$ cat src/rtl/frame_sequencer_if.sv
// Column-slice fetch handshake plus the pixel write port toward the frame buffer.
// master = frame_sequencer side, slave = raycast datapath / frame buffer side.
interface frame_sequencer_if #(
  parameter int X_W     = 8,
  parameter int Y_W     = 7,
  parameter int COLOR_W = 3
) ();
  logic               slice_req;
  logic [X_W-1:0]     slice_col;
  logic               slice_valid;
  logic [Y_W:0]       slice_height;
  logic [COLOR_W-1:0] slice_color;
  logic [X_W-1:0]     x;
  logic [Y_W-1:0]     y;
  logic [COLOR_W-1:0] color_out;
  logic               draw_enable;

  modport master (
    output slice_req, slice_col, x, y, color_out, draw_enable,
    input  slice_valid, slice_height, slice_color
  );

  modport slave (
    input  slice_req, slice_col, x, y, color_out, draw_enable,
    output slice_valid, slice_height, slice_color
  );
endinterface

$ cat src/rtl/frame_sequencer.sv
// Frame sequencer: one frame per rising edge of frame_tick. Optionally clears the
// whole screen, then fetches one wall slice per column and draws it vertically
// centred (clear mode) or fills ceiling/wall/floor for every row (fill mode).
module frame_sequencer #(
  parameter int H_RES       = 160,
  parameter int V_RES       = 120,
  parameter int X_W         = 8,
  parameter int Y_W         = 7,
  parameter int COLOR_W     = 3,
  parameter int CLEAR_COLOR = 0
) (
  input  logic               clock,
  input  logic               reset,
  input  logic               frame_tick,
  input  logic               mode_clear,
  input  logic [COLOR_W-1:0] ceil_color,
  input  logic [COLOR_W-1:0] floor_color,
  frame_sequencer_if.master  bus,
  output logic               busy,
  output logic               frame_done,
  output logic               overrun
);

  typedef enum logic [2:0] {IDLE, CLEAR, REQ, COLUMN, DONE} state_t;

  localparam logic [X_W-1:0]     COL_LAST = X_W'(H_RES - 1);
  localparam logic [Y_W-1:0]     ROW_LAST = Y_W'(V_RES - 1);
  localparam logic [Y_W:0]       V_RES_H  = (Y_W+1)'(V_RES);
  localparam logic [Y_W:0]       ONE_H    = (Y_W+1)'(1);
  localparam logic [X_W-1:0]     ONE_X    = X_W'(1);
  localparam logic [Y_W-1:0]     ONE_Y    = Y_W'(1);
  localparam logic [COLOR_W-1:0] CLEAR_C  = COLOR_W'(CLEAR_COLOR);

  state_t             state_reg, state_next;
  logic               tick_reg;
  logic               mode_reg, mode_next;
  logic [COLOR_W-1:0] ceil_reg, ceil_next;
  logic [COLOR_W-1:0] floor_reg, floor_next;
  logic [COLOR_W-1:0] wall_color_reg, wall_color_next;
  logic [X_W-1:0]     col_reg, col_next;
  logic [Y_W-1:0]     row_reg, row_next;
  // top_reg is the first wall row, end_reg is one past the last wall row;
  // end_reg == top_reg marks an empty (h = 0) slice without needing top-1.
  logic [Y_W:0]       top_reg, top_next;
  logic [Y_W:0]       end_reg, end_next;
  logic               overrun_reg, overrun_next;

  logic               start;
  logic [Y_W:0]       h_clamp;
  logic [Y_W:0]       top_calc;
  logic [Y_W:0]       row_ext;
  logic               column_last;

  // Rising-edge detect on the tick plus slice geometry from the incoming height.
  always_comb begin
    start    = frame_tick & ~tick_reg;
    h_clamp  = (bus.slice_height > V_RES_H) ? V_RES_H : bus.slice_height;
    top_calc = (V_RES_H - h_clamp) >> 1;
    row_ext  = {1'b0, row_reg};
    if (mode_reg) begin
      column_last = (end_reg == top_reg) || ((row_ext + ONE_H) == end_reg);
    end else begin
      column_last = (row_reg == ROW_LAST);
    end
  end

  // Next-state and counter update logic.
  always_comb begin
    state_next      = state_reg;
    mode_next       = mode_reg;
    ceil_next       = ceil_reg;
    floor_next      = floor_reg;
    wall_color_next = wall_color_reg;
    col_next        = col_reg;
    row_next        = row_reg;
    top_next        = top_reg;
    end_next        = end_reg;
    overrun_next    = start && (state_reg != IDLE);

    case (state_reg)
      IDLE: begin
        if (start) begin
          mode_next  = mode_clear;
          ceil_next  = ceil_color;
          floor_next = floor_color;
          col_next   = '0;
          row_next   = '0;
          state_next = mode_clear ? CLEAR : REQ;
        end
      end
      CLEAR: begin
        if (col_reg == COL_LAST) begin
          col_next = '0;
          if (row_reg == ROW_LAST) begin
            row_next   = '0;
            state_next = REQ;
          end else begin
            row_next = row_reg + ONE_Y;
          end
        end else begin
          col_next = col_reg + ONE_X;
        end
      end
      REQ: begin
        if (bus.slice_valid) begin
          wall_color_next = bus.slice_color;
          top_next        = top_calc;
          end_next        = top_calc + h_clamp;
          row_next        = mode_reg ? top_calc[Y_W-1:0] : '0;
          state_next      = COLUMN;
        end
      end
      COLUMN: begin
        if (column_last) begin
          row_next = '0;
          if (col_reg == COL_LAST) begin
            state_next = DONE;
          end else begin
            col_next   = col_reg + ONE_X;
            state_next = REQ;
          end
        end else begin
          row_next = row_reg + ONE_Y;
        end
      end
      DONE: begin
        col_next   = '0;
        state_next = IDLE;
      end
      default: state_next = IDLE;
    endcase
  end

  // Output decode from registered state and counters only.
  always_comb begin
    bus.slice_req   = 1'b0;
    bus.slice_col   = '0;
    bus.x           = '0;
    bus.y           = '0;
    bus.color_out   = '0;
    bus.draw_enable = 1'b0;
    busy            = (state_reg != IDLE);
    frame_done      = (state_reg == DONE);
    overrun         = overrun_reg;

    case (state_reg)
      CLEAR: begin
        bus.x           = col_reg;
        bus.y           = row_reg;
        bus.color_out   = CLEAR_C;
        bus.draw_enable = 1'b1;
      end
      REQ: begin
        bus.slice_req = 1'b1;
        bus.slice_col = col_reg;
      end
      COLUMN: begin
        bus.slice_col = col_reg;
        bus.x         = col_reg;
        bus.y         = row_reg;
        if (mode_reg) begin
          bus.draw_enable = (end_reg != top_reg);
          bus.color_out   = wall_color_reg;
        end else begin
          bus.draw_enable = 1'b1;
          if (row_ext < top_reg) begin
            bus.color_out = ceil_reg;
          end else if (row_ext < end_reg) begin
            bus.color_out = wall_color_reg;
          end else begin
            bus.color_out = floor_reg;
          end
        end
      end
      default: ;
    endcase
  end

  // State and datapath registers; tick history resets high so a tick already
  // asserted at reset release is not mistaken for a new frame request.
  always_ff @(posedge clock or posedge reset) begin
    if (reset) begin
      state_reg      <= IDLE;
      tick_reg       <= 1'b1;
      mode_reg       <= 1'b0;
      ceil_reg       <= '0;
      floor_reg      <= '0;
      wall_color_reg <= '0;
      col_reg        <= '0;
      row_reg        <= '0;
      top_reg        <= '0;
      end_reg        <= '0;
      overrun_reg    <= 1'b0;
    end else begin
      state_reg      <= state_next;
      tick_reg       <= frame_tick;
      mode_reg       <= mode_next;
      ceil_reg       <= ceil_next;
      floor_reg      <= floor_next;
      wall_color_reg <= wall_color_next;
      col_reg        <= col_next;
      row_reg        <= row_next;
      top_reg        <= top_next;
      end_reg        <= end_next;
      overrun_reg    <= overrun_next;
    end
  end

endmodule

$ cat src/flat_wrapper.sv
// flat-port wrapper written by rule: the top's interface ports become plain ports
module frame_sequencer_flat 
#(
  parameter int H_RES       = 160,
  parameter int V_RES       = 120,
  parameter int X_W         = 8,
  parameter int Y_W         = 7,
  parameter int COLOR_W     = 3,
  parameter int CLEAR_COLOR = 0
)
  (clock, reset, frame_tick, mode_clear, ceil_color, floor_color, busy, frame_done, overrun, bus_slice_req, bus_slice_col, bus_x, bus_y, bus_color_out, bus_draw_enable, bus_slice_valid, bus_slice_height, bus_slice_color);
  frame_sequencer_if #(.X_W(X_W), .Y_W(Y_W), .COLOR_W(COLOR_W)) bus_i ();
  input  logic clock;
  input  logic reset;
  input  logic frame_tick;
  input  logic mode_clear;
  input  logic [COLOR_W-1:0] ceil_color;
  input  logic [COLOR_W-1:0] floor_color;
  output logic busy;
  output logic frame_done;
  output logic overrun;
  output wire logic [$bits(bus_i.slice_req)-1:0] bus_slice_req;
  output wire logic [$bits(bus_i.slice_col)-1:0] bus_slice_col;
  output wire logic [$bits(bus_i.x)-1:0] bus_x;
  output wire logic [$bits(bus_i.y)-1:0] bus_y;
  output wire logic [$bits(bus_i.color_out)-1:0] bus_color_out;
  output wire logic [$bits(bus_i.draw_enable)-1:0] bus_draw_enable;
  input wire logic [$bits(bus_i.slice_valid)-1:0] bus_slice_valid;
  input wire logic [$bits(bus_i.slice_height)-1:0] bus_slice_height;
  input wire logic [$bits(bus_i.slice_color)-1:0] bus_slice_color;
  assign bus_slice_req = bus_i.slice_req;
  assign bus_slice_col = bus_i.slice_col;
  assign bus_x = bus_i.x;
  assign bus_y = bus_i.y;
  assign bus_color_out = bus_i.color_out;
  assign bus_draw_enable = bus_i.draw_enable;
  assign bus_i.slice_valid = bus_slice_valid;
  assign bus_i.slice_height = bus_slice_height;
  assign bus_i.slice_color = bus_slice_color;
  frame_sequencer #(.H_RES(H_RES), .V_RES(V_RES), .X_W(X_W), .Y_W(Y_W), .COLOR_W(COLOR_W), .CLEAR_COLOR(CLEAR_COLOR)) u_core (.clock(clock), .reset(reset), .frame_tick(frame_tick), .mode_clear(mode_clear), .ceil_color(ceil_color), .floor_color(floor_color), .bus(bus_i), .busy(busy), .frame_done(frame_done), .overrun(overrun));
endmodule
$ cat config.mk
export PLATFORM = sky130hd
export DESIGN_NAME = frame_sequencer_flat
export DESIGN_NICKNAME = d
export VERILOG_FILES = /design/src/rtl/frame_sequencer_if.sv /design/src/rtl/frame_sequencer.sv /design/src/flat_wrapper.sv
export SDC_FILE = /design/constraint.sdc
export NUM_CORES = 1
export LEC_CHECK = 0
export BUFFER_PORTS_ARGS = -buffer_cell sky130_fd_sc_hd__buf_2
export CORE_UTILIZATION = 54
export CTS_CLUSTER_SIZE = 28
export DETAILED_ROUTE_END_ITERATION = 6
export MAX_ROUTING_LAYER = met4
export PLACE_DENSITY = 0.76
export RECOVER_POWER = 25
export SLEW_MARGIN = 0
export SYNTH_ARGS = -nofsm -noshare
export SYNTH_HDL_FRONTEND = slang
export SYNTH_SLANG_ARGS = --single-unit
$ cat constraint.sdc
create_clock -name clock -period 5.6 [get_ports clock]
set_input_delay 1.12 -clock clock [delete_from_list [all_inputs] [get_ports clock]]
set_output_delay 1.12 -clock clock [all_outputs]
set_load 0.03 [all_outputs]
Word level (Yosys, flattened, before mapping)
Index checks and enable logic that the tools add are counted.

storage, ports and cells
  input port bits = 22
  bits in registers = 45

operators by class
  bitwise gates (word level) = 2
  eq/ne operators = 15
  muxes and demuxes = 32
  reduce and logical (&&, ||, !) cells = 13
  add/subtract/negate cells = 5
  order comparisons = 3

operators with widths
  kind                                                                    count
  8-bit two-way mux                                                       7
  7-bit two-way mux                                                       7
  8-bit case mux with 4 select lines                                      1
  3-bit two-way mux                                                       10
  7-bit case mux with 4 select lines                                      1
  3-bit case mux with 4 select lines                                      1
  7-bit by 1-bit adder with 8-bit output (second input constant)          1
  7-bit by 8-bit adder with 8-bit output                                  1
  8-bit by 1-bit adder with 8-bit output (second input constant)          1
  8-bit by 7-bit equality test with 1-bit output                          1
  8-bit equality test                                                     1
  8-bit equality test (second input constant)                             1
  8-bit by 7-bit > comparator with 1-bit output (second input constant)   1
  7-bit by 8-bit < comparator with 1-bit output                           1
  2-bit by 1-bit != test with 1-bit output (second input constant)        4
  8-bit by 7-bit != test with 1-bit output                                1
  4-bit AND reduction                                                     2
  4-bit nonzero test                                                      2
  7-bit by 8-bit subtractor with 8-bit output (first input constant)      1
  7-bit by 1-bit adder with 7-bit output (second input constant)          1
  7-bit equality test (second input constant)                             1
  7-bit < comparator                                                      1
  3-bit by 2-bit equality test with 1-bit output (second input constant)  2
  5-bit AND reduction                                                     1
  14 further kinds                                                        19

Longest topological paths before layout
Gate-level depths: netlist (run 1).

  depth in word-level cells = 6
  gate-level depth with buffers = 15
  depth with buffers taken out = 14

Least setup slack after synthesis (run 1)
OpenSTA, ideal clock, no wires.

  path type = in2reg
  from = in bus_slice_height[7]
  to = reg u_core.end_reg[7]
  arrival = 3.654 ns
  required time = 5.468 ns
  stages = 13
  path buffers = 1
  slack = 1.814 ns
  cell sequence = buf_2 a41oi_1 nand2_1 ha_1 nand2_1 a21oi_1 a311oi_1 inv_1 ha_1 o41ai_1 o21bai_1 a211oi_1 a21oi_1

on the way
  cells in the longest elaborated chain, start to end = 4

ends and longest elaborated chain
  item                                           line                    RTL
  start: declaration                             flat_wrapper.sv:29      input wire logic [$bits(bus_i.slice_height)-1:0] bus_slice_height;
  8-bit by 7-bit > comparator with 1-bit output  frame_sequencer.sv:57   h_clamp = (bus.slice_height > V_RES_H) ? V_RES_H : bus.slice_height;
  8-bit two-way mux                              frame_sequencer.sv:57
  7-bit by 8-bit subtractor with 8-bit output    frame_sequencer.sv:58   top_calc = (V_RES_H - h_clamp) >> 1;
  named net u_core.top_calc[3]                   frame_sequencer.sv:50   logic [Y_W:0] top_calc;
  7-bit by 8-bit adder with 8-bit output         frame_sequencer.sv:108  end_next = top_calc + h_clamp;
  end signal: assignment                         frame_sequencer.sv:204  end_reg <= end_next;
  end: declaration                               frame_sequencer.sv:45   logic [Y_W:0] end_reg, end_next;

The timed path passes the listed nets, and every way through them passes these cells.
A chain may end at the register's enable or synchronous reset.

Worst setup path after layout (run 1)
  from = in bus_slice_height[4]
  to = reg u_core.end_reg[7]

on the way
  cells in the longest elaborated chain, start to end = 4

ends and longest elaborated chain
  item                                             line
  8-bit by 7-bit > comparator with 1-bit output    frame_sequencer.sv:57
  8-bit two-way mux (*)                            frame_sequencer.sv:57
  7-bit by 8-bit subtractor with 8-bit output (*)  frame_sequencer.sv:58
  named net u_core.top_calc[3]                     frame_sequencer.sv:50
  7-bit by 8-bit adder with 8-bit output (*)       frame_sequencer.sv:108

Mark *: on every way through the listed nets, which the timed path passes. The rest lies on a longest branch.

==> results of run 1 <==
==> power groups by stage <==
stage / sequential (uW) / clock [uW] / combinational (uW)
floorplan: 333 / 0 / 44.7
global placement: 332 / 0 / 64.1
detailed placement: 332 / 0 / 67.4
CTS: 326 / 224 / 68.0
global route: 326 / 233 / 76.4
finish: 326 / 219 / 67.5
==> metal layers <==
layer	routed length, um	part of all wire [%]	vias up	global-route usage, %
met1	3760	45	1551	36.9
met2	3990	48	130	44.7
li1	-	-	1568	-
met3	468	5.6	16	2.78
met5	0	0	-	-
met4	165	2.0	0	10.2
==> layout make-up <==
type	count	area, sq um
flip-flops and latches	45	1130
clock inverters	3	25.0
multi-input cells	326	2140
fillers	539	2220
repair buffers	53	263
clock buffers	5	68.8
well taps	75	93.8
inverters	32	120
==> kinds of logic (layout without fill, tap and decap cells) <==
family                     count (synthesis)  after routing  synth area share [%]
AOI/OAI and AO/OA                        109            109                  21.6
xor gates and xnor gates                  17             17                  4.31
adders and majority gates                 23             23                  8.33
buffers and inverters                     46             93                  5.32
DFF                                       45             45                  32.6
muxes                                      9              9                  2.86
and+or+nand+nor                          168            168                  24.9
==> metrics by stage <==
stage | total power [uW] | worst slack (ns)
finish | 613 | 1.66
global route | 635 | 1.37
CTS | 618 | 1.68
detailed placement | 400 | 1.36
global placement | 396 | 1.53
floorplan | 378 | 1.81
==> critical path, cell delays in order <==
cell,delay [ns]
buf_2,0.14
a41oi_1,0.43
nand2_1,0.19
ha_1,0.32
nand2_1,0.12
a21oi_1,0.07
a311oi_1,0.43
inv_1,0.09
ha_1,0.22
o41ai_1,0.49
o21bai_1,0.15
a211oi_1,0.25
a21oi_1,0.07
==> final timing paths <==
path	start	to	slack [ns]	cells after the start
min	u_core.wall_color_reg[2]	u_core.wall_color_reg[2]	0.49	2
max reg2reg	u_core.state_reg[1]	u_core.row_reg[4]	2.76	7
max	bus_slice_height[4]	u_core.end_reg[7]	1.66	13
min reg2reg	u_core.wall_color_reg[2]	u_core.wall_color_reg[2]	0.49	2
min in group asynchronous	reset	u_core.floor_reg[1]	1.70	3
max in group asynchronous	reset	u_core.top_reg[5]	2.53	3
==> cells in the mapped netlist (5+ instances only) <==
library cell and number:
clkbuf_1 8, inv_1 31, o31ai_1 8, a21o_1 7
nand2b_1 8, nand3_1 10, dfrtp_1 44, ha_1 23
o22ai_1 5, and2_1 24, mux2_2 7, nor2_1 29
xnor2_1 13, nor2b_1 5, nor3_1 10, a221o_1 5
o21ai_0 38, nand4_1 5, nand2_1 54, a21oi_1 16
==> results.py, run 1 <==
metrics = {
    "route": {
        "vias": 3265,
        "vias_per_cell": 6.06,
        "drt-total-wl_mm": 8.38,
        "wl_per_cell_um": 15.5,
        "drt_iter0_drc": 186,
        "drt-pass1-iter-count": 5,
        "drtAntennaViolNets": 0,
        "drc": 0,
    },
    "timing": {
        "hold_ws_ns": 0.486,
        "period_needed_ns": 3.94,
        "fin_skew_ns": 0.00814,
        "max_freq_mhz": 254,
        "timing.slew.headroom_pct": -62.3,
        "tightest_slew_ns": 2.43,
        "finalSetupViolCount": 0,
        "rsz0062_at_grt": "false",
        "hold_viol": 0,
        "finalSetupTns_ns": 0,
        "drv_slew": 46,
        "min_period_over_period_pct": 70.3,
    },
    "worst_setup_path": {
        "path_class": "input pin to flop",
        "start_kind": "input pin",
        "endpoint_kind": "flop",
        "cp_max_fo": 7,
        "arrival_ns": 4.11,
        "required_ns": 5.77,
    },
    "clock_network": {
        "post_cts_buffers": 0,
        "cts_buffers": 5,
        "clk_pin_slew_ns": 0.09,
        "htreeDepth": 2,
        "post_cts_resized": 0,
        "cts_tree": "built",
        "clock_path_buffers": 2,
        "cts_hold_buf": 0,
        "root_buffer": "clkbuf_8",
        "clock_latency_ns": 0.32,
        "cts.sink_count": 45,
    },
    "power_and_ir_drop": {
        "swShare_pct": 27.8,
        "power_density_nw_per_um2": 159,
        "switchingPower_uw": 170,
        "internal_power_uw": 443,
        "pwr-share-comb_pct": 11.0,
        "p_seq_share_pct": 53.2,
        "irDropWorstVdd_uv": 142,
        "leakage_uw": 0.00176,
        "p_clk_share_pct": 35.8,
    },
    "synthesis": {
        "synth-edff-count": 0,
        "ys.warnings.count": 0,
        "netlist_area_sq_um": 3450,
        "seq_area_frac_synth_pct": 32.6,
        "syn_inst": 417,
        "async_flop_share_pct": 100,
        "synth_area_leaders": "dfrtp_1 (32%), ha_1 (8.3%), nand2_1 (5.9%), o21ai_0 (5.5%), and2_1 (4.3%)",
        "synth.distinct_cells": 62,
        "syn_avg_cell_area_sq_um": 8.28,
        "synth_fp_nets": 462,
        "synth_seq_cells": 45,
        "netlist.area_leader.share_pct": 31.9,
        "synth_flop_cell": "dfrtp_1",
        "synth_top_cell_by_area": "dfrtp_1",
    },
    "finish": {
        "fin_nets": 508,
        "antenna_cells": 0,
        "fin_area_sq_um": 3840,
        "syn2layout_area_growth_pct": 11.2,
        "final_cell_mix": "nand2_1 (54), buf_2 (51), dfrtp_1 (44)",
        "final_common_cell": "nand2_1",
        "utilization_pct": 63.4,
        "finalNonFillerCells": 539,
        "drive_gt1_share_pct": 17.5,
    },
    "die": {
        "io_pins": 53,
        "start_util_pct": 57.0,
        "core_sq_um": 6060,
        "die_y_um": 82.0,
        "die_area_sq_um": 6720,
        "die_w_um": 82.0,
        "std_cell_rows": 28,
    },
    "global_route": {
        "grt_overflow": 0,
        "track_usage_pct": 28.0,
        "grt_first_pass_wirelength_mm": 13.9,
        "grt_max_degree": 46,
        "first_global_vias": 2920,
        "grt_antenna_before_repair": 0,
    },
    "placement": {
        "dp.cells": 531,
        "gp_congestion": 0.870,
        "dpl_cell_area_sq_um": 3750,
        "dp_hpwl_mm": 6.34,
        "port_buffers": 52,
    },
    "status": {
        "violations": "capacitance limit, slew limit",
        "status": "finished with violations",
    },
    "hold_path": {
        "hold_class": "flop to flop",
    },
    "run": {
        "drv_cap": 1,
    },
}
Power figures use the tool's default switching activity.
==> run 2: changes to the inputs <==
--- a/config.mk
+++ b/config.mk
@@ -5,6 +5,7 @@
 export SDC_FILE = /design/constraint.sdc
 export NUM_CORES = 1
 export LEC_CHECK = 0
+export ABC_AREA = 1
 export BUFFER_PORTS_ARGS = -buffer_cell sky130_fd_sc_hd__buf_2
 export CORE_UTILIZATION = 54
 export CTS_CLUSTER_SIZE = 28
==> constraint.sdc (replaced) <==
create_clock -name clock -period 4 [get_ports clock]
set_input_delay 0.8 -clock clock [delete_from_list [all_inputs] [get_ports clock]]
set_output_delay 0.8 -clock clock [all_outputs]
set_load 0.03 [all_outputs]
==> run 2 against run 1 <==
Effect of this change:
- the run still ends with capacitance limit, slew limit left
- sequential power up 140%
- via count up 6.7%
- core utilization down 1.1 points
- cell area up 2.9%
- final cell count up 21%
- critical path depth up 5
==> results.py, run 2 <==
metrics = {
    "global_route": {
        "track_usage_pct": 26.9,
        "grt_use_met1_pct": 35.8,
        "grt_max_degree": 46,
        "grtUsageMet3_pct": 3.58,
        "grt_overflow": 0,
        "grt_antenna_before_repair": 0,
        "grt_util_met2_pct": 43.6,
        "grt-busiest-layer": "met2",
        "first_global_vias": 3286,
        "grt_first_pass_wirelength_mm": 15.0,
    },
    "route": {
        "drt_iter0_drc": 291,
        "vias": 3483,
        "drt-pass1-iter-count": 5,
        "drc": 0,
        "wl_per_cell_um": 12.9,
        "drtAntennaViolNets": 0,
        "drt-total-wl_mm": 8.41,
        "vias_per_cell": 5.33,
    },
    "timing": {
        "fin_skew_ns": 0.0144,
        "hold_viol": 0,
        "min_period_over_period_pct": 81.3,
        "timing.slew.headroom_pct": -60.0,
        "period_needed_ns": 3.25,
        "max_freq_mhz": 308,
        "finalSetupTns_ns": 0,
        "tightest_slew_ns": 2.40,
        "drv_slew": 46,
        "rsz0062_at_grt": "false",
        "finalSetupViolCount": 0,
    },
    "clock_network": {
        "clk_pin_slew_ns": 0.10,
        "cts_hold_buf": 0,
        "clock_path_buffers": 2,
        "root_buffer": "clkbuf_8",
        "post_cts_resized": 0,
        "clock_latency_ns": 0.31,
        "cts_tree": "built",
        "cts_buffers": 5,
        "post_cts_buffers": 0,
        "htreeDepth": 2,
        "cts.sink_count": 45,
    },
    "placement": {
        "gp_congestion": 0.896,
        "port_buffers": 52,
        "dp_hpwl_mm": 6.48,
    },
    "die": {
        "core_sq_um": 6350,
        "start_util_pct": 55.7,
        "io_pins": 53,
        "die_w_um": 83.0,
        "std_cell_rows": 29,
        "die_y_um": 83.0,
        "die_area_sq_um": 6880,
    },
    "worst_setup_path": {
        "cpMaxStageDelayCell": "ha_1",
        "required_ns": 4.25,
        "endpoint_kind": "flop",
        "cp_top_family": "simple AND/OR/NAND/NOR gates",
        "timing.critical_path.mode_cell": "nand2_1",
        "start_kind": "input pin",
        "path_class": "input pin to flop",
        "cpPeakStageDelay_ns": 0.34,
        "arrival_ns": 3.50,
        "worstPathCellList": "buf_2 > nor2_1 > nand2_1 > nand4_1 > nand2_1 > nor2_1 > inv_1 > ha_1 > a21boi_0 > xor2_1 > ha_1 > a21oi_1 > o21ai_0 > inv_1 > nand2_1 > nand2_1 > nand3_1 > nand2_1",
        "cp_max_fo": 5,
        "cp_num_buf_inv": 3,
    },
    "synthesis": {
        "synthSimpleGateAreaFrac_pct": 34.3,
        "synth_flop_cell": "dfrtp_1",
        "synthMostInstantiatedCell": "nand2_1",
        "syn_inst": 523,
        "synthMuxAreaShare_pct": 0.954,
        "seq_area_frac_synth_pct": 31.8,
        "synthAdderAreaFrac_pct": 8.13,
        "synth_fp_nets": 568,
        "synth-edff-count": 0,
        "synth-xor-area-share_pct": 2.23,
        "async_flop_share_pct": 100,
        "synth_seq_cells": 45,
        "syn_avg_cell_area_sq_um": 6.77,
        "synth.distinct_cells": 39,
        "synth_area_leaders": "dfrtp_1 (31%), nand2_1 (16%), inv_1 (8.2%), ha_1 (8.1%), nor2_1 (5.8%)",
        "ys_top_cells_by_count": "nand2_1 (154), inv_1 (77), nor2_1 (55), dfrtp_1 (44), nand3_1 (35)",
        "netlist.area_leader.share_pct": 31.1,
        "ys.warnings.count": 0,
        "synth_top_family_by_area": "simple AND/OR/NAND/NOR gates",
        "synth_top_cell_by_area": "dfrtp_1",
        "synth_compound_area_share_pct": 12.7,
        "netlist_area_sq_um": 3540,
    },
    "finish": {
        "nFillCells": 593,
        "antenna_cells": 0,
        "syn2layout_area_growth_pct": 11.7,
        "fin_nets": 621,
        "drive_gt1_share_pct": 16.1,
        "final_cell_mix": "nand2_1 (154), inv_1 (76), nor2_1 (55)",
        "final_common_cell": "nand2_1",
        "utilization_pct": 62.3,
    },
    "power_and_ir_drop": {
        "power_density_nw_per_um2": 650,
        "leakage_uw": 0.00216,
        "irDropWorstVdd_uv": 367,
    },
    "run": {
        "drv_cap": 1,
    },
    "status": {
        "violations": "capacitance limit, slew limit",
        "status": "finished with violations",
    },
    "hold_path": {
        "hold_class": "flop to flop",
    },
}
-- run 2: cell families (layout without fill, tap and decap cells) --
family                     Yosys count  in the layout
AOI/OAI and AO/OA                   75             75
DFF                                 45             45
muxes                                3              3
xor gates and xnor gates             9              9
and+or+nand+nor                    278            278
buffers and inverters               90            144
adders and majority gates           23             23
-- run 2: layout make-up --
| cell class | instances | area (sq um) | share of cell area [%] |
|---|---|---|---|
| multi-input cells | 388 | 2070 | 52.2 |
| flip-flops and latches | 45 | 1130 | 28.5 |
| inverters | 83 | 312 | 7.88 |
| repair buffers | 53 | 263 | 6.65 |
| well taps | 77 | 96.3 | 2.44 |
| clock buffers | 5 | 68.8 | 1.74 |
| clock inverters | 3 | 21.3 | 0.538 |
-- run 2: path summary, 6_finish.rpt --
kind,startpoint,to,slack [ns],depth (start not counted)
worst max-delay path,bus_slice_height[1],u_core.end_reg[5],0.75,18
worst min-delay path,u_core.col_reg[7],u_core.col_reg[7],0.50,2
worst max register to register,u_core.state_reg[1],u_core.top_reg[3],1.68,8
worst min register to register,u_core.col_reg[7],u_core.col_reg[7],0.50,2
max in group asynchronous,reset,u_core.end_reg[3],1.28,3
min in group asynchronous,reset,u_core.col_reg[7],1.36,3
-- run 2: where the power goes --
part	switching, uW	internal, uW	leakage (uW)	total (uW)
combinational	1000	483	0.00154	1490
clock	174	124	0.0000445	298
sequential	171	617	0.000570	788
total	1350	1220	0.00216	2570
-- run 2: worst min-delay path, cell delays in order, from the launching register on --
cell and delay [ns]:
dfrtp_1 0.37, nand2_2 0.06, o21ai_2 0.05
-- run 2: stage by stage --
step | total power (uW) | area (sq um) | instances | hold WS (ns) | setup WS (ns)
4_1_cts | 2570 | 3960 | 654 | 0.502 | 0.795
3_3_place_gp | 2230 | 3870 | 646 | 0.471 | 0.713
5_1_grt | 2840 | 3950 | 654 | 0.522 | 0.544
6_report | 2570 | 3950 | 654 | 0.499 | 0.749
3_5_place_dp | 2270 | 3870 | 646 | 0.478 | 0.498
2_1_floorplan | 1930 | 3540 | 523 | 0.460 | 0.975
-- run 2: routing by layer --
layer,up-vias,part of all wire [%]
li1,1788,-
met1,1586,48
met2,100,47
met3,9,3.6
met4,0,1.5
met5,-,0
==> run 3: changes to the inputs <==
==> constraint.sdc (replaced) <==
create_clock -name clock -period 3.3 [get_ports clock]
set_input_delay 0.66 -clock clock [delete_from_list [all_inputs] [get_ports clock]]
set_output_delay 0.66 -clock clock [all_outputs]
set_load 0.03 [all_outputs]
==> run 3 against run 2 <==
Effect of this change:
- the run now ends clean
- hold slack worse by 0.079 ns
- non-clock buffer count is 2 higher
- combinational power is 20% higher
- largest power group unchanged
- power is 21% higher
- core utilization is 0.24 points higher
==> results.py, run 3 (synthesized netlist as in run 2, its figures left out) <==
metrics = {
    "route": {
        "vias": 3468,
        "wl_per_cell_um": 12.6,
        "drt_iter0_drc": 172,
        "drt-pass1-iter-count": 4,
        "vias_per_cell": 5.29,
        "drtAntennaViolNets": 0,
        "drt-total-wl_mm": 8.27,
        "drc": 0,
    },
    "finish": {
        "antenna_cells": 0,
        "final_cell_mix": "nand2_1 (154), inv_1 (76), nor2_1 (55)",
        "final_common_cell": "nand2_1",
        "syn2layout_area_growth_pct": 12.1,
        "drive_gt1_share_pct": 16.4,
        "fin_area_sq_um": 3970,
        "fin_nets": 623,
    },
    "global_route": {
        "first_global_vias": 3210,
        "grt_overflow": 0,
        "grt_max_degree": 27,
        "grt_antenna_before_repair": 0,
        "track_usage_pct": 26.2,
        "grt_first_pass_wirelength_mm": 14.5,
    },
    "clock_network": {
        "root_buffer": "clkbuf_8",
        "clk_pin_slew_ns": 0.09,
        "clock_latency_ns": 0.31,
        "htreeDepth": 2,
        "cts_tree": "built",
        "cts_hold_buf": 0,
        "clock_path_buffers": 2,
        "post_cts_resized": 0,
        "post_cts_buffers": 0,
        "cts_buffers": 5,
        "cts.sink_count": 45,
    },
    "timing": {
        "finalSetupTns_ns": 0,
        "hold_ws_ns": 0.421,
        "setup_ws_ns": 0.313,
        "fin_skew_ns": 0.0133,
        "timing.slew.headroom_pct": 23.8,
        "period_needed_ns": 2.99,
        "max_freq_mhz": 335,
        "tightest_slew_ns": 1.14,
        "rsz0062_at_grt": "false",
        "min_period_over_period_pct": 90.5,
        "finalSetupViolCount": 0,
        "drv_slew": 0,
        "hold_viol": 0,
    },
    "placement": {
        "place_ws_ns": 0.0234,
        "dp_hpwl_mm": 6.58,
        "port_buffers": 52,
        "gp_congestion": 0.882,
        "dpl_cell_area_sq_um": 3880,
    },
    "die": {
        "die_y_um": 83.0,
        "std_cell_rows": 29,
        "die_w_um": 83.0,
        "core_sq_um": 6350,
        "die_area_sq_um": 6880,
        "start_util_pct": 55.7,
        "io_pins": 53,
    },
    "worst_setup_path": {
        "reg2reg_from": "u_core.row_reg[1]",
        "required_ns": 2.64,
        "cp_max_fo": 7,
        "start_kind": "flop",
        "path_class": "flop to output pin",
        "rrSetupSlack_ns": 1.05,
        "endpoint_kind": "output pin",
        "arrival_ns": 2.33,
        "r2r_end": "u_core.col_reg[2]",
        "ff2ff_path_depth": 16,
    },
    "run": {
        "drv_cap": 0,
    },
    "power_and_ir_drop": {
        "irDropWorstVdd_uv": 460,
        "leakage_uw": 0.00216,
        "power_density_nw_per_um2": 783,
        "p_total_uw": 3110,
    },
    "hold_path": {
        "hold_class": "input pin to asynchronous set/reset pin",
    },
    "status": {
        "status": "complete, no violations",
    },
}
run 3: layout make-up:
cell class                      instances  area (sq um)
Tap cell                               77          96.3
Multi-Input combinational cell        388          2070
Sequential cell                        45          1130
Fill cell                             589          2380
Clock inverter                          3          21.3
Inverter                               83           312
Timing Repair Buffer                   55           278
Clock buffer                            5          68.8
run 3: power by group:
| group | switching (uW) | internal, uW |
|---|---|---|
| Combinational | 1200 | 591 |
| Clock | 204 | 150 |
| Sequential | 213 | 748 |
run 3: through the flow:
step / util [%] / std cells
after global routing: 62.5 / 656
after floorplan: - / 523
after detailed placement: 61.2 / 648
after CTS: 62.6 / 656
after global placement: 61.2 / 648
final: 62.5 / 656
run 3: layer usage:
metal,vias to the layer above,routed length (um),track usage [%]
li1,1798,-,-
met4,0,60,4.70
met3,5,320,3.38
met5,-,0,-
met1,1597,3940,35.0
met2,68,3940,43.3
run 3: worst max-delay path: stages (launching register included):
cell and delay [ns]:
dfrtp_1 0.49, ha_1 0.33, a21oi_1 0.13, o21ai_0 0.12, nand4_1 0.09, o211ai_1 0.22
a21oi_1 0.18, o21ai_0 0.09, a31oi_1 0.15, buf_2 0.22
run 3: worst max-delay path by stage:
stage / depth (start not counted) / startpoint / slack [ns] / endpoint
final: 9 / u_core.row_reg[3] / 0.31 / bus_color_out[0]
after floorplan: 14 / bus_slice_height[1] / 0.41 / u_core.end_reg[7]
after global routing: 11 / u_core.row_reg[0] / 0.06 / bus_color_out[1]
after detailed placement: 15 / bus_slice_height[1] / 0.02 / u_core.end_reg[7]
after CTS: 9 / u_core.row_reg[1] / 0.30 / bus_color_out[0]
after global placement: 18 / bus_slice_height[1] / 0.19 / u_core.end_reg[6]
